**src/rtl/pong_if.sv**
```systemverilog
// Pong ball engine bus: game-tick/serve strobes and paddle rows in,
// ball position, status and scores out.
//   master: drives tick, serve, left_paddle_top, right_paddle_top
//   slave : drives ball_x, ball_y, ball_active, score_left, score_right, game_over
interface pong_if #(
  parameter int unsigned WIDTH = 10
) ();
  logic             tick;
  logic             serve;
  logic [WIDTH-1:0] left_paddle_top;
  logic [WIDTH-1:0] right_paddle_top;
  logic [WIDTH-1:0] ball_x;
  logic [WIDTH-1:0] ball_y;
  logic             ball_active;
  logic [3:0]       score_left;
  logic [3:0]       score_right;
  logic             game_over;

  modport master (
    output tick, serve, left_paddle_top, right_paddle_top,
    input  ball_x, ball_y, ball_active, score_left, score_right, game_over
  );

  modport slave (
    input  tick, serve, left_paddle_top, right_paddle_top,
    output ball_x, ball_y, ball_active, score_left, score_right, game_over
  );
endinterface

```
**src/rtl/pong_ball_engine.sv**
```systemverilog
// Pong ball motion and scoring core: moves the ball once per game tick,
// bounces it off walls and paddles, detects misses and keeps the score.
//   clk, reset : clock, asynchronous active-high reset
//   bus        : pong_if slave (tick/serve/paddle rows in; ball position,
//                ball_active, scores, game_over out -- all registered)
module pong_ball_engine #(
  parameter int unsigned WIDTH          = 10,
  parameter int unsigned SCREEN_W       = 640,
  parameter int unsigned SCREEN_H       = 480,
  parameter int unsigned BALL_SIZE      = 8,
  parameter int unsigned PADDLE_W       = 8,
  parameter int unsigned PADDLE_H       = 48,
  parameter int unsigned LEFT_PADDLE_X  = 16,
  parameter int unsigned RIGHT_PADDLE_X = 616,
  parameter int unsigned SPEED          = 2,
  parameter int unsigned SERVE_DELAY    = 16,
  parameter int unsigned WIN_SCORE      = 7
) (
  input logic   clk,
  input logic   reset,
  pong_if.slave bus
);

  localparam int unsigned AW = WIDTH + 1;
  localparam int unsigned CW = $clog2(SERVE_DELAY + 1);
  localparam logic [WIDTH-1:0] CENTER_X = WIDTH'((SCREEN_W - BALL_SIZE) / 2);
  localparam logic [WIDTH-1:0] CENTER_Y = WIDTH'((SCREEN_H - BALL_SIZE) / 2);

  typedef enum logic [2:0] {
    S_IDLE, S_SERVE_WAIT, S_MOVE, S_SCORED, S_GAME_OVER
  } state_e;

  state_e           state_q, state_d;
  logic [WIDTH-1:0] x_q, x_d, y_q, y_d;
  logic             dx_q, dx_d;   // 1 = moving right
  logic             dy_q, dy_d;   // 1 = moving down
  logic [3:0]       score_l_q, score_l_d, score_r_q, score_r_d;
  logic [CW-1:0]    cnt_q, cnt_d;
  logic             active_q, active_d, game_over_q, game_over_d;

  // Candidate position and collision predicates, one bit wider so nothing wraps
  logic [AW-1:0] x_w, y_w, nx, ny, lpt_w, rpt_w;
  logic          miss_right, miss_left, hit_right, hit_left, y_bot, y_top;

  assign x_w   = AW'(x_q);
  assign y_w   = AW'(y_q);
  assign lpt_w = AW'(bus.left_paddle_top);
  assign rpt_w = AW'(bus.right_paddle_top);
  assign nx    = dx_q ? x_w + AW'(SPEED) : x_w - AW'(SPEED);
  assign ny    = dy_q ? y_w + AW'(SPEED) : y_w - AW'(SPEED);

  assign miss_right = dx_q  && (x_w + AW'(BALL_SIZE + SPEED) > AW'(SCREEN_W));
  assign miss_left  = !dx_q && (x_w < AW'(SPEED));
  assign hit_right  = dx_q
                   && (x_w + AW'(BALL_SIZE) <= AW'(RIGHT_PADDLE_X))
                   && (nx + AW'(BALL_SIZE) > AW'(RIGHT_PADDLE_X))
                   && (ny + AW'(BALL_SIZE) > rpt_w)
                   && (ny < rpt_w + AW'(PADDLE_H));
  assign hit_left   = !dx_q
                   && (x_w >= AW'(LEFT_PADDLE_X + PADDLE_W))
                   && (nx < AW'(LEFT_PADDLE_X + PADDLE_W))
                   && (ny + AW'(BALL_SIZE) > lpt_w)
                   && (ny < lpt_w + AW'(PADDLE_H));
  assign y_bot      = dy_q  && (ny + AW'(BALL_SIZE) > AW'(SCREEN_H));
  assign y_top      = !dy_q && (y_w < AW'(SPEED));

  // State and datapath registers
  always_ff @(posedge clk or posedge reset) begin
    if (reset) begin
      state_q     <= S_IDLE;
      x_q         <= CENTER_X;
      y_q         <= CENTER_Y;
      dx_q        <= 1'b1;
      dy_q        <= 1'b1;
      score_l_q   <= '0;
      score_r_q   <= '0;
      cnt_q       <= '0;
      active_q    <= 1'b0;
      game_over_q <= 1'b0;
    end else begin
      state_q     <= state_d;
      x_q         <= x_d;
      y_q         <= y_d;
      dx_q        <= dx_d;
      dy_q        <= dy_d;
      score_l_q   <= score_l_d;
      score_r_q   <= score_r_d;
      cnt_q       <= cnt_d;
      active_q    <= active_d;
      game_over_q <= game_over_d;
    end
  end

  // Next-state and datapath update
  always_comb begin
    state_d   = state_q;
    x_d       = x_q;
    y_d       = y_q;
    dx_d      = dx_q;
    dy_d      = dy_q;
    score_l_d = score_l_q;
    score_r_d = score_r_q;
    cnt_d     = cnt_q;

    unique case (state_q)
      S_IDLE: begin
        if (bus.serve) begin
          state_d = S_SERVE_WAIT;
          cnt_d   = CW'(SERVE_DELAY);
        end
      end
      S_SERVE_WAIT: begin
        if (bus.tick) begin
          cnt_d = cnt_q - CW'(1);
          if (cnt_q == CW'(1)) state_d = S_MOVE;
        end
      end
      S_MOVE: begin
        if (bus.tick) begin
          if (miss_right) begin
            if (score_l_q < 4'(WIN_SCORE)) score_l_d = score_l_q + 4'd1;
            state_d = S_SCORED;
          end else if (miss_left) begin
            if (score_r_q < 4'(WIN_SCORE)) score_r_d = score_r_q + 4'd1;
            state_d = S_SCORED;
          end else begin
            if (y_bot) begin
              y_d  = WIDTH'(SCREEN_H - BALL_SIZE);
              dy_d = 1'b0;
            end else if (y_top) begin
              y_d  = '0;
              dy_d = 1'b1;
            end else begin
              y_d = ny[WIDTH-1:0];
            end
            if (hit_right) begin
              x_d  = WIDTH'(RIGHT_PADDLE_X - BALL_SIZE);
              dx_d = 1'b0;
            end else if (hit_left) begin
              x_d  = WIDTH'(LEFT_PADDLE_X + PADDLE_W);
              dx_d = 1'b1;
            end else begin
              x_d = nx[WIDTH-1:0];
            end
          end
        end
      end
      S_SCORED: begin
        // The ball was travelling toward the conceding side, so dx already
        // points at that player; only the position is recentred.
        x_d = CENTER_X;
        y_d = CENTER_Y;
        if (score_l_q == 4'(WIN_SCORE) || score_r_q == 4'(WIN_SCORE)) begin
          state_d = S_GAME_OVER;
        end else begin
          state_d = S_SERVE_WAIT;
          cnt_d   = CW'(SERVE_DELAY);
        end
      end
      S_GAME_OVER: begin
        x_d = CENTER_X;
        y_d = CENTER_Y;
        if (bus.serve) begin
          score_l_d = '0;
          score_r_d = '0;
          dx_d      = 1'b1;
          state_d   = S_SERVE_WAIT;
          cnt_d     = CW'(SERVE_DELAY);
        end
      end
      default: state_d = S_IDLE;
    endcase

    active_d    = (state_d == S_MOVE);
    game_over_d = (state_d == S_GAME_OVER);
  end

  assign bus.ball_x      = x_q;
  assign bus.ball_y      = y_q;
  assign bus.ball_active = active_q;
  assign bus.score_left  = score_l_q;
  assign bus.score_right = score_r_q;
  assign bus.game_over   = game_over_q;

endmodule

```
**src/flat_wrapper.sv**
```systemverilog
// flat-port wrapper written by rule: the top's interface ports become plain ports
module pong_ball_engine_flat 
#(
  parameter int unsigned WIDTH          = 10,
  parameter int unsigned SCREEN_W       = 640,
  parameter int unsigned SCREEN_H       = 480,
  parameter int unsigned BALL_SIZE      = 8,
  parameter int unsigned PADDLE_W       = 8,
  parameter int unsigned PADDLE_H       = 48,
  parameter int unsigned LEFT_PADDLE_X  = 16,
  parameter int unsigned RIGHT_PADDLE_X = 616,
  parameter int unsigned SPEED          = 2,
  parameter int unsigned SERVE_DELAY    = 16,
  parameter int unsigned WIN_SCORE      = 7
)
  (clk, reset, bus_tick, bus_serve, bus_left_paddle_top, bus_right_paddle_top, bus_ball_x, bus_ball_y, bus_ball_active, bus_score_left, bus_score_right, bus_game_over);
  pong_if #(.WIDTH(WIDTH)) bus_i ();
  input logic clk;
  input logic reset;
  input wire logic [$bits(bus_i.tick)-1:0] bus_tick;
  input wire logic [$bits(bus_i.serve)-1:0] bus_serve;
  input wire logic [$bits(bus_i.left_paddle_top)-1:0] bus_left_paddle_top;
  input wire logic [$bits(bus_i.right_paddle_top)-1:0] bus_right_paddle_top;
  output wire logic [$bits(bus_i.ball_x)-1:0] bus_ball_x;
  output wire logic [$bits(bus_i.ball_y)-1:0] bus_ball_y;
  output wire logic [$bits(bus_i.ball_active)-1:0] bus_ball_active;
  output wire logic [$bits(bus_i.score_left)-1:0] bus_score_left;
  output wire logic [$bits(bus_i.score_right)-1:0] bus_score_right;
  output wire logic [$bits(bus_i.game_over)-1:0] bus_game_over;
  assign bus_i.tick = bus_tick;
  assign bus_i.serve = bus_serve;
  assign bus_i.left_paddle_top = bus_left_paddle_top;
  assign bus_i.right_paddle_top = bus_right_paddle_top;
  assign bus_ball_x = bus_i.ball_x;
  assign bus_ball_y = bus_i.ball_y;
  assign bus_ball_active = bus_i.ball_active;
  assign bus_score_left = bus_i.score_left;
  assign bus_score_right = bus_i.score_right;
  assign bus_game_over = bus_i.game_over;
  pong_ball_engine #(.WIDTH(WIDTH), .SCREEN_W(SCREEN_W), .SCREEN_H(SCREEN_H), .BALL_SIZE(BALL_SIZE), .PADDLE_W(PADDLE_W), .PADDLE_H(PADDLE_H), .LEFT_PADDLE_X(LEFT_PADDLE_X), .RIGHT_PADDLE_X(RIGHT_PADDLE_X), .SPEED(SPEED), .SERVE_DELAY(SERVE_DELAY), .WIN_SCORE(WIN_SCORE)) u_core (.clk(clk), .reset(reset), .bus(bus_i));
endmodule
```
**config.mk**
```make
export PLATFORM = sky130hd
export DESIGN_NAME = pong_ball_engine_flat
export DESIGN_NICKNAME = d
export VERILOG_FILES = /design/src/rtl/pong_if.sv /design/src/rtl/pong_ball_engine.sv /design/src/flat_wrapper.sv
export SDC_FILE = /design/constraint.sdc
export NUM_CORES = 1
export LEC_CHECK = 0
export BUFFER_PORTS_ARGS = -buffer_cell sky130_fd_sc_hd__buf_4
export CAP_MARGIN = 40
export CORE_MARGIN = 4
export CORE_UTILIZATION = 50
export CTS_BUF_LIST = sky130_fd_sc_hd__clkbuf_8
export DETAILED_ROUTE_END_ITERATION = 8
export PLACE_DENSITY = 0.86
export SYNTH_ARGS = -nofsm -noshare
export SYNTH_HDL_FRONTEND = slang
export SYNTH_SLANG_ARGS = --single-unit
```
**constraint.sdc**
```tcl
create_clock -name clk -period 3.7 [get_ports clk]
set_clock_uncertainty 0.15 [all_clocks]
set_input_delay 1.11 -clock clk [delete_from_list [all_inputs] [get_ports clk]]
set_output_delay 1.11 -clock clk [all_outputs]
set_load 0.1 [all_outputs]
```
Yosys cells after proc, flatten, opt, wreduce, memory -nomap -nowiden
Index checks and enable logic that the tools add are counted.
- word-level logic and storage cells: 133
- bits in registers: 40
- bitwise logic cells: 2
- equal/unequal tests: 21
- magnitude comparators: 14
- reductions and logical operators: 28
- mux-type cells: 45
- add/subtract/negate cells: 13
- operators by type and width (kind ; number):
    $mux 10 ; 10
    $pmux 10 s2 ; 2
    $mux 4 ; 8
    $add 10x2->11 const B ; 2
    $add 10x4->11 const B ; 2
    $add 10x6->11 const B ; 2
    $add 11x4->11 const B ; 2
    $gt 11x10->1 ; 2
    $gt 11x10->1 const B ; 2
    $lt 11x11->1 ; 2
    $mux 11 ; 2
    $sub 10x2->11 const B ; 2
    $mux 3 ; 7
    $lt 10x2->1 const B ; 2
    $pmux 4 s2 ; 2
    $mux 5 ; 3
    $pmux 5 s3 ; 1
    $logic_and 1x1->1 ; 12
    $ne 2x2->1 const B ; 6
    $pmux 3 s4 ; 1
    $reduce_and 6->1 ; 2
    $gt 11x9->1 const B ; 1
    $le 11x10->1 const B ; 1
    $lt 11x5->1 const B ; 1
    other kinds (22) ; 46

Longest topological paths before layout
Gate-level depths: netlist of the first run.
- depth after elaboration: 12
- gate-level depth with buffers: 17

Worst setup path before layout of the first run
No wires, ideal clock.
- path kind: flip-flop to flip-flop
- start point: reg u_core.y_q[1], in the netlist u_core.bus.ball_y[1]
- end point: reg u_core.x_q[6], in the netlist u_core.bus.ball_x[6]
- required time: 3408 ps
- period minus slack after synthesis: 4387 ps
- arrival: 4096 ps
- slack: -687 ps
- cell stages (with the launch flop): 18
- path through: dfrtp_1 inv_1 ha_1 nor4b_1 a41oi_1 xnor2_1 nand3_1 xor2_1 inv_1 ha_1 nand4b_1 a211oi_1 o21ai_0 a21oi_1 inv_1 a311o_1 a32oi_1 o311ai_1
- word-level cells in the longest chain between the ends: 12
- elaborated cells between the ends (all ways): 18
- those cells by class: 3 x add/sub; 4 x order compare; 7 x mux; 4 x reduce/logical
- RTL lines (what ; line ; RTL):
    from (decl) ; pong_ball_engine.sv:34 ; logic [WIDTH-1:0] x_q, x_d, y_q, y_d;
    from (signal assigned) ; pong_ball_engine.sv:83 ; y_q <= y_d;
    $sub 10x2->11 or $add 10x2->11 (tied branches) ; pong_ball_engine.sv:50 ; assign ny = dy_q ? y_w + AW'(SPEED) : y_w - AW'(SPEED);
    $mux 11 (*) ; pong_ball_engine.sv:50 ;
    $add 11x4->11 ; pong_ball_engine.sv:57, pong_ball_engine.sv:62 ;
    $gt 11x10->1 ; pong_ball_engine.sv:62 ; && (ny + AW'(BALL_SIZE) > lpt_w)
    $logic_and 1x1->1 ; pong_ball_engine.sv:62 ;
    $logic_and 1x1->1 ; pong_ball_engine.sv:63 ; && (ny < lpt_w + AW'(PADDLE_H));
    $mux 10 ; pong_ball_engine.sv:139 ; end else if (hit_left) begin
    $mux 10 (*) ; pong_ball_engine.sv:136 ; if (hit_right) begin
    $mux 10 (*) ; pong_ball_engine.sv:123 ; end else if (miss_left) begin
    $mux 10 (*) ; pong_ball_engine.sv:120 ; if (miss_right) begin
    $mux 10 (*) ; pong_ball_engine.sv:119 ; if (bus.tick) begin
    $pmux 10 s2 (*) ; pong_ball_engine.sv:105 ; unique case (state_q)
    to (signal assigned) ; pong_ball_engine.sv:71 ; x_q <= CENTER_X;
    to (signal assigned) ; pong_ball_engine.sv:82 ; x_q <= x_d;
    to (decl) ; pong_ball_engine.sv:34 ;
Mark *: on every way between the ends. The rest lies on a longest branch, timed or not. The select of a mux whose other input is x is not followed.
A chain may end at the register's enable or synchronous reset.

Worst setup path after layout of the first run
- start point: reg u_core.y_q[2], in the netlist u_core.bus.ball_y[2]
- end point: reg u_core.x_q[2], in the netlist u_core.bus.ball_x[2]
Same word-level chain as after synthesis.

==> metrics list, run 1 <==
- The tree is rooted in a clkbuf_8.
- For this run, the post-layout net count is 645.
- At the end of routability-driven placement, the weighted congestion stood at 0.913.
- Setup slack on the critical path of the routed design comes to -206 ps.
* TritonCTS clock tree: built
- Async set-reset flop share out of synthesis: 100%
- Setup violations remaining at the end of the flow were counted as 10.
- Most used flip-flop cell after synthesis: dfrtp_1
* Kind of cell with the highest combined delay on the critical path: simple AND/OR/NAND/NOR gates
- Violations in the final reports: setup timing
- Share of total power in sequential cells: 27.9%
- In the final routed layout, each cell accounts on average for 18.2 um.
- Sink count of the clock tree: 38
* Post-DP HPWL: 8850 um
- In this run switching power makes up 44.9% of total power.
* Core area: 7690 sq um
* Power share of the clock group: 20.7%
* Cell at the slowest stage of the critical path: dfstp_4
* PD cells: 406 nW/um^2
* Area of the die: 9370 sq um
- Fill cell total of the finished layout: 558
- Overall routed net length: 12300 um
- Vias per cell: 6.42
- For the pin with the worst max-slew slack, the measured transition is 640 ps.
- Across all layers, the routed design uses 4352 vias.
- Share of Yosys cell area claimed by the top area cell type: 16.5%
- Chip height: 96.8 um
- After detailed routing, the met3 layer carries 819 um of wire.
- For this run, the top clock speed supported by timing is 0.256 GHz.
* Data arrival time of the critical path: 3960 ps
- WP data required: 3750 ps
- During placement, the flow inserted port buffers numbering 51.
* Count of unique library cells instantiated by Yosys: 69
* Area taken by flip-flops and latches: 982 sq um
- The later pin in the worst-skew pair is clocked with a latency of 290 ps.
- Min cycle time layout: 3910 ps
- Max-cap violations in this run came to 0.
* Multi-input combinational cell area: 3010 sq um
- Dividing the synthesized area by the synthesized cell count gives 8.17 sq um.
- Type of the worst setup path: reg2reg
- Sequential-to-total area share from yosys stat: 24.5%
* H-tree depth: 2
- On the worst path, the slowest cell contributes a delay of 650 ps.
* Outcome: complete, but fails checks
* Starting Density: 51.3%
- Mapped Cells: 483
- Vias in the first global route: 3968
- Row count: 32
- Wire length of the first global-routing pass: 18500 um
* Layout Area Growth over Synthesis: 32.1%
- Design Power: 2.12 mW
- Area of the mapped netlist: 3940 sq um
* Post-DRT Antenna Nets: 0
* First drt pass iteration count: 6
* Crit-path max FO: 5
- Setup repair after global routing missed its margin: yes
- Counting flops with a built-in enable in the synthesized netlist gives 0.
* Die span in x: 96.8 um
- Cell internal power was estimated by the tool at 1.17 mW.
- Max-slew violation total from the final report: 0
- The detailed router finished its first iteration with 428 violations.
- By area the synthesized netlist is led by dfrtp_1 (16%), ha_1 (15%), dfstp_2 (8.0%).
- In the layout the commonest cells are buf_4 (100), ha_1 (41), nand2_1 (39), inv_1 (36), nor2_1 (29).
- In this run the power spent charging and discharging nets is 0.951 mW.
* Overall routing resource usage: 22.9%
- Critical path endpoint category: flip-flop
* Top routing layer in use: met4
- In this run, synthesis produced a sequential element count of 38.
- Ratio of cells with drive above 1 in the final layout: 31.6%
- Total clock buffers created by CTS: 5
- After detailed routing, the met2 layer carries 6280 um of wire.
- For this block, wires on met1 add up to 4850 um.
* Type of the tightest min-delay check: reg2reg
- Maximum number of pins on one net before global-route repair: 21
* Critical path buffers and inverters: 1
- IR analysis of the VDD net gives a maximum drop of 0.315 mV.
- After layout, the worst path uses 106% of the clock period.
- After clock tree synthesis, the clock-pin slew on the worst setup and hold paths is 80 ps.
* Worst-case hold slack: 358 ps
- The biggest area contributor in the post-synthesis netlist is dfrtp_1.
- In this run the tightest slew margin relative to its limit is 57.3%.
- Leaving out fill and tap cells, the most frequent cell in the layout is buf_4.
- Final-report hold violation count: 0
* CTS max path bufs: 2
- In this run the count of I/O pins placed on the die edge is 54.
* Leak pwr: 2.34 nW
- Post-route DRC: 0
* Crit-path cells: inv_4 > ha_4 > nor4b_4 > a41oi_2 > xnor2_2 > and4_4 > nand2_1 > xnor2_2 > ha_1 > nand3_2 > nor2_4 > nand4_1 > a21boi_2 > a31oi_1 > a31oi_1 > and2_4 > o31ai_2
- Combinational cells account for 51.4% of the total power.
- Overflow after GRT: 0
* Antenna cell count: 0
- For this run, the number of Yosys warnings is 0.
* Crit start category: flip-flop
- Initial antenna violation count: 0
## worst register-to-register path: stages, from the launching register on
cell and delay [ps]:
dfstp_4 650, inv_4 40, ha_4 160, nor4b_4 130, a41oi_2 220, xnor2_2 200
and4_4 300, nand2_1 100, xnor2_2 170, ha_1 340, nand3_2 120, nor2_4 150
nand4_1 160, a21boi_2 200, a31oi_1 150, a31oi_1 130, and2_4 200, o31ai_2 260
## synth_stat cells, types with 7 or more instances
library cell	n
ha_1	46
nand2_1	43
inv_1	39
nor2_1	33
o21ai_0	30
dfrtp_1	26
a21oi_1	21
xnor2_1	18
nand3_1	13
nor3_1	13
clkbuf_1	12
dfstp_2	12
and3_1	10
nand4_1	9
xor2_1	8
nand3b_1	7
o22ai_1	7
## layout make-up
cell class	instances	area share [%]
clock buffers	6	1.58
clock inverters	2	1.15
inverters	39	2.86
multi-input cells	388	57.7
flip-flops and latches	38	18.8
well taps	102	2.45
repair buffers	103	15.4
## state kept, by name, summed over array words and instances (netlist names)
name,cells
u_core.bus.score_right,4
u_core.dy_q,1
u_core.bus.ball_x,9
u_core.bus.ball_y,9
u_core.cnt_q,5
u_core.bus.ball_active,1
u_core.bus.game_over,1
u_core.dx_q,1
u_core.state_q,3
u_core.bus.score_left,4
## per-layer routing
metal / vias to the layer above / GRT usage (%)
met5: - / 0
met2: 240 / 41.5
met3: 52 / 2.60
li1: 1965 / -
met4: 0 / 5.72
met1: 2095 / 28.9
## cell families after synthesis
| kind of cell | synth area share [%] |
|---|---|
| compound gates | 21.6 |
| xor+xnor | 6.60 |
| fa+ha+maj | 14.6 |
| buf+inv | 6.19 |
| flops | 24.5 |
| mux | 1.55 |
| other cells | 0.0951 |
| simple gates | 24.9 |
## stage by stage
stage | std cells | TNS, ps | instance area [sq um] | utilization (%) | worst slack, ps
floorplan | 484 | -12.5 | 4060 | - | -12.5
global route | 678 | -2790 | 5210 | 67.8 | -365
global placement | 661 | -26.3 | 4790 | 62.3 | -26.3
finish | 678 | -1410 | 5210 | 67.8 | -206
CTS | 671 | -78.7 | 5000 | 65.1 | -39.8
detailed placement | 662 | -218 | 4810 | 62.6 | -96.6
## worst paths after layout
path | to | depth (start not counted) | slack [ps] | startpoint
setup / recovery | u_core.bus.ball_x[2] | 17 | -210 | u_core.bus.ball_y[2]
hold / removal | u_core.cnt_q[4] | 1 | 360 | u_core.cnt_q[4]
setup reg to reg | u_core.bus.ball_x[2] | 17 | -210 | u_core.bus.ball_y[2]
hold reg to reg | u_core.cnt_q[4] | 1 | 360 | u_core.cnt_q[4]
max in group asynchronous | u_core.state_q[0] | 4 | 2220 | reset
min in group asynchronous | u_core.bus.ball_y[1] | 2 | 610 | reset
## power groups by stage
stage          clock [mW]  sequential [mW]  combinational (mW)
4_1_cts             0.442            0.585                1.07
5_1_grt             0.457            0.599                1.18
2_1_floorplan           0            0.824               0.530
3_5_place_dp            0            0.590                1.05
6_report            0.438            0.591                1.09
3_3_place_gp            0            0.584                1.01
## repair_timing
action	CTS	global route
buffers inserted	1	7
setup endpoints to repair	6	10
hold buffers	0	0
pin swaps	5	26
resized for setup	10	30
Power figures use the tool's default switching activity.
==> inputs of run 2 (changes only) <==
--- a/config.mk
+++ b/config.mk
@@ -5,13 +5,14 @@
 export SDC_FILE = /design/constraint.sdc
 export NUM_CORES = 1
 export LEC_CHECK = 0
+export ABC_AREA = 1
 export BUFFER_PORTS_ARGS = -buffer_cell sky130_fd_sc_hd__buf_4
 export CAP_MARGIN = 40
 export CORE_MARGIN = 4
 export CORE_UTILIZATION = 50
 export CTS_BUF_LIST = sky130_fd_sc_hd__clkbuf_8
 export DETAILED_ROUTE_END_ITERATION = 8
-export PLACE_DENSITY = 0.86
+export PLACE_DENSITY = 0.85
 export SYNTH_ARGS = -nofsm -noshare
 export SYNTH_HDL_FRONTEND = slang
 export SYNTH_SLANG_ARGS = --single-unit
==> run 2 against run 1 <==
  * The run now ends clean
  * Non-clock buffer count fell by 39
  * Synthesized area increased by 9.0%
  * Flip-flop and latch count did not move
  * Die area rose by 8.2%
  * Largest cell class unchanged
  * Critical path type unchanged
  * Setup slack improved by 490 ps
==> metrics list, run 2 <==
- The final number of max-transition violations was 0 (unchanged).
- Area of the die: 10100 sq um (+8.2%)
- Cell with the most instances after synthesis: nand2_1
* Placed Cells incl. Taps: 816 (+23%)
- The overflow left after global routing was 0 (unchanged).
* Detailed-route wire length per cell: 14.0 um (-23%)
* Setup repair after global routing missed its margin: yes
* Leading cell type in the layout, fill and taps excluded: nand2_1
- The min-delay analysis places its worst path in the category reg2reg.
- Vias in the first global route: 4381 (+10%)
* EDFF count, synth: 0 (unchanged)
- The max-capacitance violation count came to 0 (unchanged).
- The proportion of synthesized chip area in sequential cells is 22.5% (-2.0 points).
- The power per unit of standard cell area came to 454 nW/um^2 (+12%).
- Among all flip-flop cells after synthesis, the most frequent one is dfrtp_1.
- Crit-path max FO: 8 (+3)
- Chip height: 101 um (+4.0%)
- Async set-reset flop share out of synthesis: 100% (unchanged)
- Area of the mapped netlist: 4300 sq um (+9.0%)
- The final wirelength came to 11700 um (-5.3%).
- Final Cycle Share: 92.4% (-13 points)
- Clock tree synthesis selected as its root buffer the cell clkbuf_8.
* Starting Density: 51.8% (+0.48 points)
- The cell depth of the worst flop-to-flop path was 22 (+5).
- The endpoint arrival time on the critical path is 3430 ps (-530 ps).
- Finish-stage setup viols: 0 (-10)
* Fill cell total of the finished layout: 760 (+36%)
- The sequential group share of total power is 25.9% (-2.0 points).
- The core area is 8300 sq um (+8.0%).
- The maximum vdd ir drop was 0.303 mV (-3.9%).
- The clock edge transition at the registers on the reported setup and hold paths was 70 ps (about the same).
- Library cell with the largest summed area after synthesis: dfrtp_1
- Initial antenna violation count: 0 (unchanged)
- The final critical-path setup slack came to 281 ps (+486 ps).
- CTS max path bufs: 2 (unchanged)
- Number of flip-flops and latches in the synthesized netlist: 38 (unchanged)
- YS warnings: 0 (unchanged)
- Final layout net count: 797 (+24%)
- H-tree depth: 2 (unchanged)
* Clock latency on the worst-skew pair: 290 ps (about the same)
- The peak clock frequency supported by timing is 0.292 GHz (+14%).
* Port-buffer cells: 51 (unchanged)
* Antenna cell count: 0 (unchanged)
- Ports placed on the boundary: 54 (unchanged)
- The worst setup path is of the reg2reg kind.
- The post-synthesis area per instance is 6.46 sq um (-21%).
- Maximum number of pins on one net before global-route repair: 19 (-9.5%)
- Wire length of the first global-routing pass: 19600 um (+5.7%)
* Total vias in the final route: 4617 (+6.1%)
* Crit start category: flip-flop
- Final cell count without fillers: 833 (+23%)
* Ratio of cells with drive above 1 in the final layout: 18.5% (-13 points)
- Ranked by total cell area, the synthesized netlist is headed by dfrtp_1 (15%), nand2_1 (15%), ha_1 (13%).
- The x dimension of the die was 101 um (+4.0%).
- First-iteration detailed-routing DRC count: 315 (-26%)
- Leak pwr: 2.70 nW (+16%)
- Post-DP HPWL: 9450 um (+6.8%)
* Final-report hold violation count: 0 (unchanged)
- Sink count of the clock tree: 38 (unchanged)
* Post-route DRC: 0 (unchanged)
* Layout Area Growth over Synthesis: 15.6%
* Worst hold path stage count: 2 (+1)
- The first-pass iteration count of the detailed router was 5 (-1).
- Share of Yosys cell area claimed by the top area cell type: 15.1% (-1.4 points)
- The via density per instance came to 5.54 (-14%).
- Min cycle time layout: 3420 ps (-486 ps)
- The global router's overall resource usage is 23.4% (+0.50 points).
* Combinational Power Share: 61.9% (+10 points)
* Most frequent cells in the layout: nand2_1 (166), inv_1 (97), nor2_1 (71), buf_4 (63), nand3_1 (54)
- Post-DRT Antenna Nets: 0 (unchanged)
- Commonest cells in the netlist: nand2_1 (170), inv_1 (96), nor2_1 (72)
- The count of distinct cell types in the synthesized netlist came to 45 (-35%).
- Outcome: complete, no violations
- The CTS buffer count is 5 (unchanged).
- The number of core rows is 33 (+3.1%).
- STA classifies the critical path endpoint as a flip-flop.
- Utilization after layout: 59.9% (-7.9 points)
* Mapped Cells: 665 (+38%)
* Sw Share: 51.5% (+6.6 points)
- The post-placement setup slack came to 160 ps (+257 ps).
- Net load switching power: 1.16 mW (+22%)
- The internal power came to 1.09 mW (-6.3%).
- Weighted congestion reported at the end of routability-driven placement: 1.02 (+12%)
- WP data required: 3710 ps (-40 ps)
- The proportion of power drawn by the clock network was 12.2% (-8.5 points).
- TritonCTS clock tree: built
## run 2: cell types whose count changed in the layout (fill, tap and decap cells not counted), sizes merged, moves of 10 or more
cell / previous run / this run
inv: 39 / 108
buf: 103 / 64
xnor2: 19 / 0
and3: 10 / 0
nand4: 9 / 21
nand3: 14 / 61
a21oi: 21 / 35
nand2: 43 / 181
nor2: 33 / 78
## run 2: kinds of logic (layout without fill, tap and decap cells)
group,count (synthesis),count (layout),synth area share [%]
simple gates,362,362,38.2
flops,38,38,22.5
xor+xnor,15,15,3.06
fa+ha+maj,46,46,13.4
buf+inv,120,182,11.6
other cells,1,2,0.0873
compound gates,83,83,11.2
## run 2: through the flow
step / setup TNS [ps] / hold WS [ps] / power (mW) / instance area [sq um]
CTS: 0 / 361 / 2.21 / 4860
global route: -199 / 389 / 2.46 / 4970
detailed placement: 0 / 345 / 1.92 / 4780
floorplan: 0 / 324 / 1.62 / 4300
finish: 0 / 359 / 2.25 / 4970
global placement: 0 / 343 / 1.88 / 4750
## run 2: final timing paths
check / start / endpoint / slack (ps)
worst max-delay path: u_core.bus.ball_y[5] / u_core.bus.ball_x[7] / 280
worst min-delay path: u_core.cnt_q[4] / u_core.cnt_q[4] / 360
worst max register to register: u_core.bus.ball_y[5] / u_core.bus.ball_x[7] / 280
worst min register to register: u_core.cnt_q[4] / u_core.cnt_q[4] / 360
max in group asynchronous: reset / u_core.bus.ball_x[4] / 2080
min in group asynchronous: reset / u_core.bus.game_over / 630
## run 2: critical path, stage by stage (launching register included)
cell and delay (ps):
dfstp_2 600, nand2_1 130, nand3b_1 220, nand2_1 70
nand2_1 60, nand2_2 150, nand2_1 110, inv_2 90
nand2_1 60, xor2_1 160, inv_2 70, ha_1 310
nand2_1 80, o21ai_1 180, a21oi_1 100, o21ai_0 80
o21ai_0 100, nand3_1 90, nand2_1 60, inv_2 100
nand3_4 130, nand2_1 120, o22ai_1 70
## run 2: per-layer routing
layer	track usage [%]	vias up	part of all wire (%)
li1	-	2285	-
met3	2.91	30	8.0
met4	11.0	0	2.9
met2	39.2	213	48
met1	29.9	2089	41
met5	0	-	0
## run 2: power groups by stage
stage | Sequential (mW) | Clock (mW) | Combinational, mW
after CTS | 0.583 | 0.281 | 1.34
after floorplan | 0.768 | 0 | 0.855
after detailed placement | 0.590 | 0 | 1.33
final | 0.584 | 0.276 | 1.39
after global routing | 0.598 | 0.297 | 1.56
after global placement | 0.586 | 0 | 1.29
## run 2: area by class of cell
type                    instances  area, sq um  area share (%)
clock buffers                   5         68.8            1.39
clock inverters                 3         13.8           0.277
inverters                     110          413            8.31
multi-input cells             508         2870            57.8
flip-flops and latches         38          967            19.5
well taps                     105          131            2.64
repair buffers                 64          500            10.1
## run 2: timing repair
| item | in CTS | in global routing |
|---|---|---|
| hold buffers | 0 | 0 |
| setup endpoints to repair | 0 | 10 |
| setup buffers | 0 | 9 |
| resized for setup | 0 | 13 |
==> inputs of run 3 (changes only) <==
--- a/config.mk
+++ b/config.mk
@@ -5,14 +5,15 @@
 export SDC_FILE = /design/constraint.sdc
 export NUM_CORES = 1
 export LEC_CHECK = 0
-export ABC_AREA = 1
+export ABC_AREA = 0
 export BUFFER_PORTS_ARGS = -buffer_cell sky130_fd_sc_hd__buf_4
 export CAP_MARGIN = 40
 export CORE_MARGIN = 4
 export CORE_UTILIZATION = 50
 export CTS_BUF_LIST = sky130_fd_sc_hd__clkbuf_8
 export DETAILED_ROUTE_END_ITERATION = 8
-export PLACE_DENSITY = 0.85
+export PLACE_DENSITY = 0.86
+export REMOVE_ABC_BUFFERS = 1
 export SYNTH_ARGS = -nofsm -noshare
 export SYNTH_HDL_FRONTEND = slang
 export SYNTH_SLANG_ARGS = --single-unit
==> run 3 against run 2 <==
  * The flow now finishes with violations (setup timing)
  * Global-route usage rose by 3.0 points
  * Via count decreased by 4.1%
  * Sequential power rose by 1%
==> metrics list, run 3 (same netlist as run 1, synthesis figures left out) <==
* Type of the worst setup path: reg2reg
- PD cells: 392 nW/um^2 (-14%)
* CTS max path bufs: 2 (unchanged)
* Type of the tightest min-delay check: reg2reg
* Ports placed on the boundary: 54 (unchanged)
- The largest stage delay on the critical path was 590 ps (about the same).
- Weighted congestion reported at the end of routability-driven placement: 1.00 (-1.8%)
* Area of the die: 9370 sq um (-7.6%)
- The run finished, with violations left.
* Total clock buffers created by CTS: 5 (unchanged)
- The number of global-route vias before repair was 4373 (-0.18%).
* Met3 wirelength from detailed routing: 911 um (-2.5%)
* Design Power: 2.12 mW (-5.9%)
- The number of core rows was 32 (-3.0%).
- The hold buffer count at CTS is 0 (unchanged).
- STA classifies the critical path startpoint as a flip-flop.
- In the layout the commonest cells are buf_4 (108), nand2_1 (38), inv_1 (37), ha_1 (36), nor2_1 (32).
- The x dimension of the die is 96.8 um (-3.9%).
- Max-slew violation total from the final report: 0 (unchanged)
* H-tree depth: 2 (unchanged)
* Net load switching power: 1.00 mW (-14%)
- In this run the top signal layer used is met4.
- TritonCTS built the clock tree.
* Met1 WL: 5120 um (+7.5%)
- Fill cell total of the finished layout: 518 (-32%)
* Data arrival time of the critical path: 3940 ps (+510 ps)
- The period utilization is 106% (+13 points).
* Ratio of cells with drive above 1 in the final layout: 35.3% (+17 points)
- Setup slack after layout: -217 ps (-497 ps)
- Core area: 7690 sq um (-7.4%)
- Sw Share: 47.3% (-4.3 points)
- The maximum vdd ir drop came to 0.309 mV (+2.0%).
* Area taken by flip-flops and latches: 966 sq um (-0.13%)
- Final layout net count: 656 (-18%)
- The leakage component of the power came to 2.42 nW (-10%).
- Pre-CTS setup slack: -243 ps (-403 ps)
- Sink count of the clock tree: 38 (unchanged)
- Transition at the pin with the smallest max-transition slack: 630 ps
* Total vias in the final route: 4427 (-4.1%)
- Clock latency on the worst-skew pair: 300 ps (about the same)
* Cell at the slowest stage of the critical path: dfstp_2
- The die span in y is 96.8 um (-3.9%).
* Clk Tree Root Cell: clkbuf_8
- The clock edge transition at the registers on the reported setup and hold paths came to 80 ps (about the same).
- Wire length of the first global-routing pass: 20700 um (+5.4%)
* Worst-case hold slack: 370 ps (+11.3 ps)
- Min cycle time layout: 3920 ps (+497 ps)
* Cell occurring most often along the worst timing path: xor2_2
* Violations in the final reports: setup timing
- Traced cell by cell, the critical path runs through buf_6 > nand4_1 > o2bb2ai_2 > xor2_2 > buf_4 > xor2_2 > inv_2 > ha_4 > nand4b_1 > a211oi_2 > o21ai_2 > a21oi_2 > inv_1 > a311o_1 > a32oi_1 > o311ai_1.
- Vias per cell: 6.43 (+16%)
- First drt pass iteration count: 5 (unchanged)
- Crit-path max FO: 5 (-3)
- The final wirelength came to 13500 um (+16%).
- Measured against its own limit, the worst slew margin works out to 58.0%.
- Power share of the clock group: 17.3% (+5.1 points)
- The standard cell area after detailed placement came to 4670 sq um (-2.4%).
- The peak clock frequency supported by timing came to 0.255 GHz (-13%).
- The setup TNS is -1390 ps (-1390 ps).
- Summed area of non-filler cells in the final layout: 5410 sq um (+8.9%)
* WP data required: 3720 ps (about the same)
- Finish-stage setup viols: 10 (+10)
- The area growth from synthesis to layout is 37.2%.
- The max-capacitance violation count came to 0 (unchanged).
- Leading cell type in the layout, fill and taps excluded: buf_4
- Overall routing resource usage: 26.4% (+3.0 points)
- Internal power consumption: 1.12 mW (+2.4%)
* Kind of cell with the highest combined delay on the critical path: compound AO/OA/AOI/OAI gates
- The number of buffer and inverter stages on the critical path is 4 (+1).
- The residual antenna-violating net count after detailed routing is 0 (unchanged).
- The number of remaining DRC errors is 0 (unchanged).
- Port-buffer cells: 51 (unchanged)
* Detailed-route wire length per cell: 19.6 um (+40%)
- Starting Density: 51.3% (-0.48 points)
- Combinational Power Share: 54.8% (-7.1 points)
- Overflow after GRT: 0 (unchanged)
- The worst setup path is captured at a flip-flop.
- Post-DP HPWL: 8740 um (-7.5%)
* Initial antenna violation count: 0 (unchanged)
- Multi-input combinational cell area: 3170 sq um (+10%)
* Maximum number of pins on one net before global-route repair: 39 (+20)
* First-iteration detailed-routing DRC count: 351 (+11%)
- The sequential group share of total power is 27.9% (+2.0 points).
- The number of inserted diodes was 0 (unchanged).
- Met2 layer wire length in the routed design: 6660 um (+18%)
* Final-report hold violation count: 0 (unchanged)
- Setup repair after global routing could not meet its margin everywhere.
[run 3: timing repair]
item,CTS,global route
buffers inserted,17,5
endpoints found under the hold margin,0,0
resized for setup,46,41
pin swaps,22,19
endpoints found under the setup margin,10,10
[run 3: area by class of cell]
cell class,count,share of cell area [%]
Clock buffer,5,1.27
Tap cell,102,2.36
Timing Repair Buffer,114,16.4
Multi-Input combinational cell,388,58.6
Inverter,39,2.71
Clock inverter,3,0.833
Sequential cell,38,17.9
[run 3: per-stage QoR]
step	util, %	instances
after global placement	60.7	659
after CTS	67.0	684
after global routing	70.4	689
final	70.4	689
after floorplan	-	465
after detailed placement	60.7	659
[run 3: power by group through the flow]
stage / Sequential [mW] / Combinational [mW] / Clock, mW
floorplan: 0.833 / 0.489 / 0
CTS: 0.584 / 1.08 / 0.362
detailed placement: 0.592 / 1.03 / 0
global route: 0.600 / 1.27 / 0.387
global placement: 0.584 / 0.993 / 0
finish: 0.591 / 1.16 / 0.367
[run 3: path summary, 6_finish.rpt]
check	start	end	slack, ps	depth (start not counted)
min in group asynchronous	reset	u_core.bus.ball_y[4]	760	3
hold reg to reg	u_core.cnt_q[4]	u_core.cnt_q[4]	370	1
hold / removal	u_core.cnt_q[4]	u_core.cnt_q[4]	370	1
setup / recovery	u_core.dy_q	u_core.bus.ball_x[6]	-220	16
max in group asynchronous	reset	u_core.bus.ball_x[2]	2270	3
setup reg to reg	u_core.dy_q	u_core.bus.ball_x[6]	-220	16
[run 3: per-layer routing]
| metal | vias up | GRT usage (%) |
|---|---|---|
| met1 | 2086 | 30.5 |
| met2 | 259 | 45.6 |
| li1 | 1990 | - |
| met3 | 92 | 5.12 |
| met4 | 0 | 14.8 |
| met5 | - | 0 |
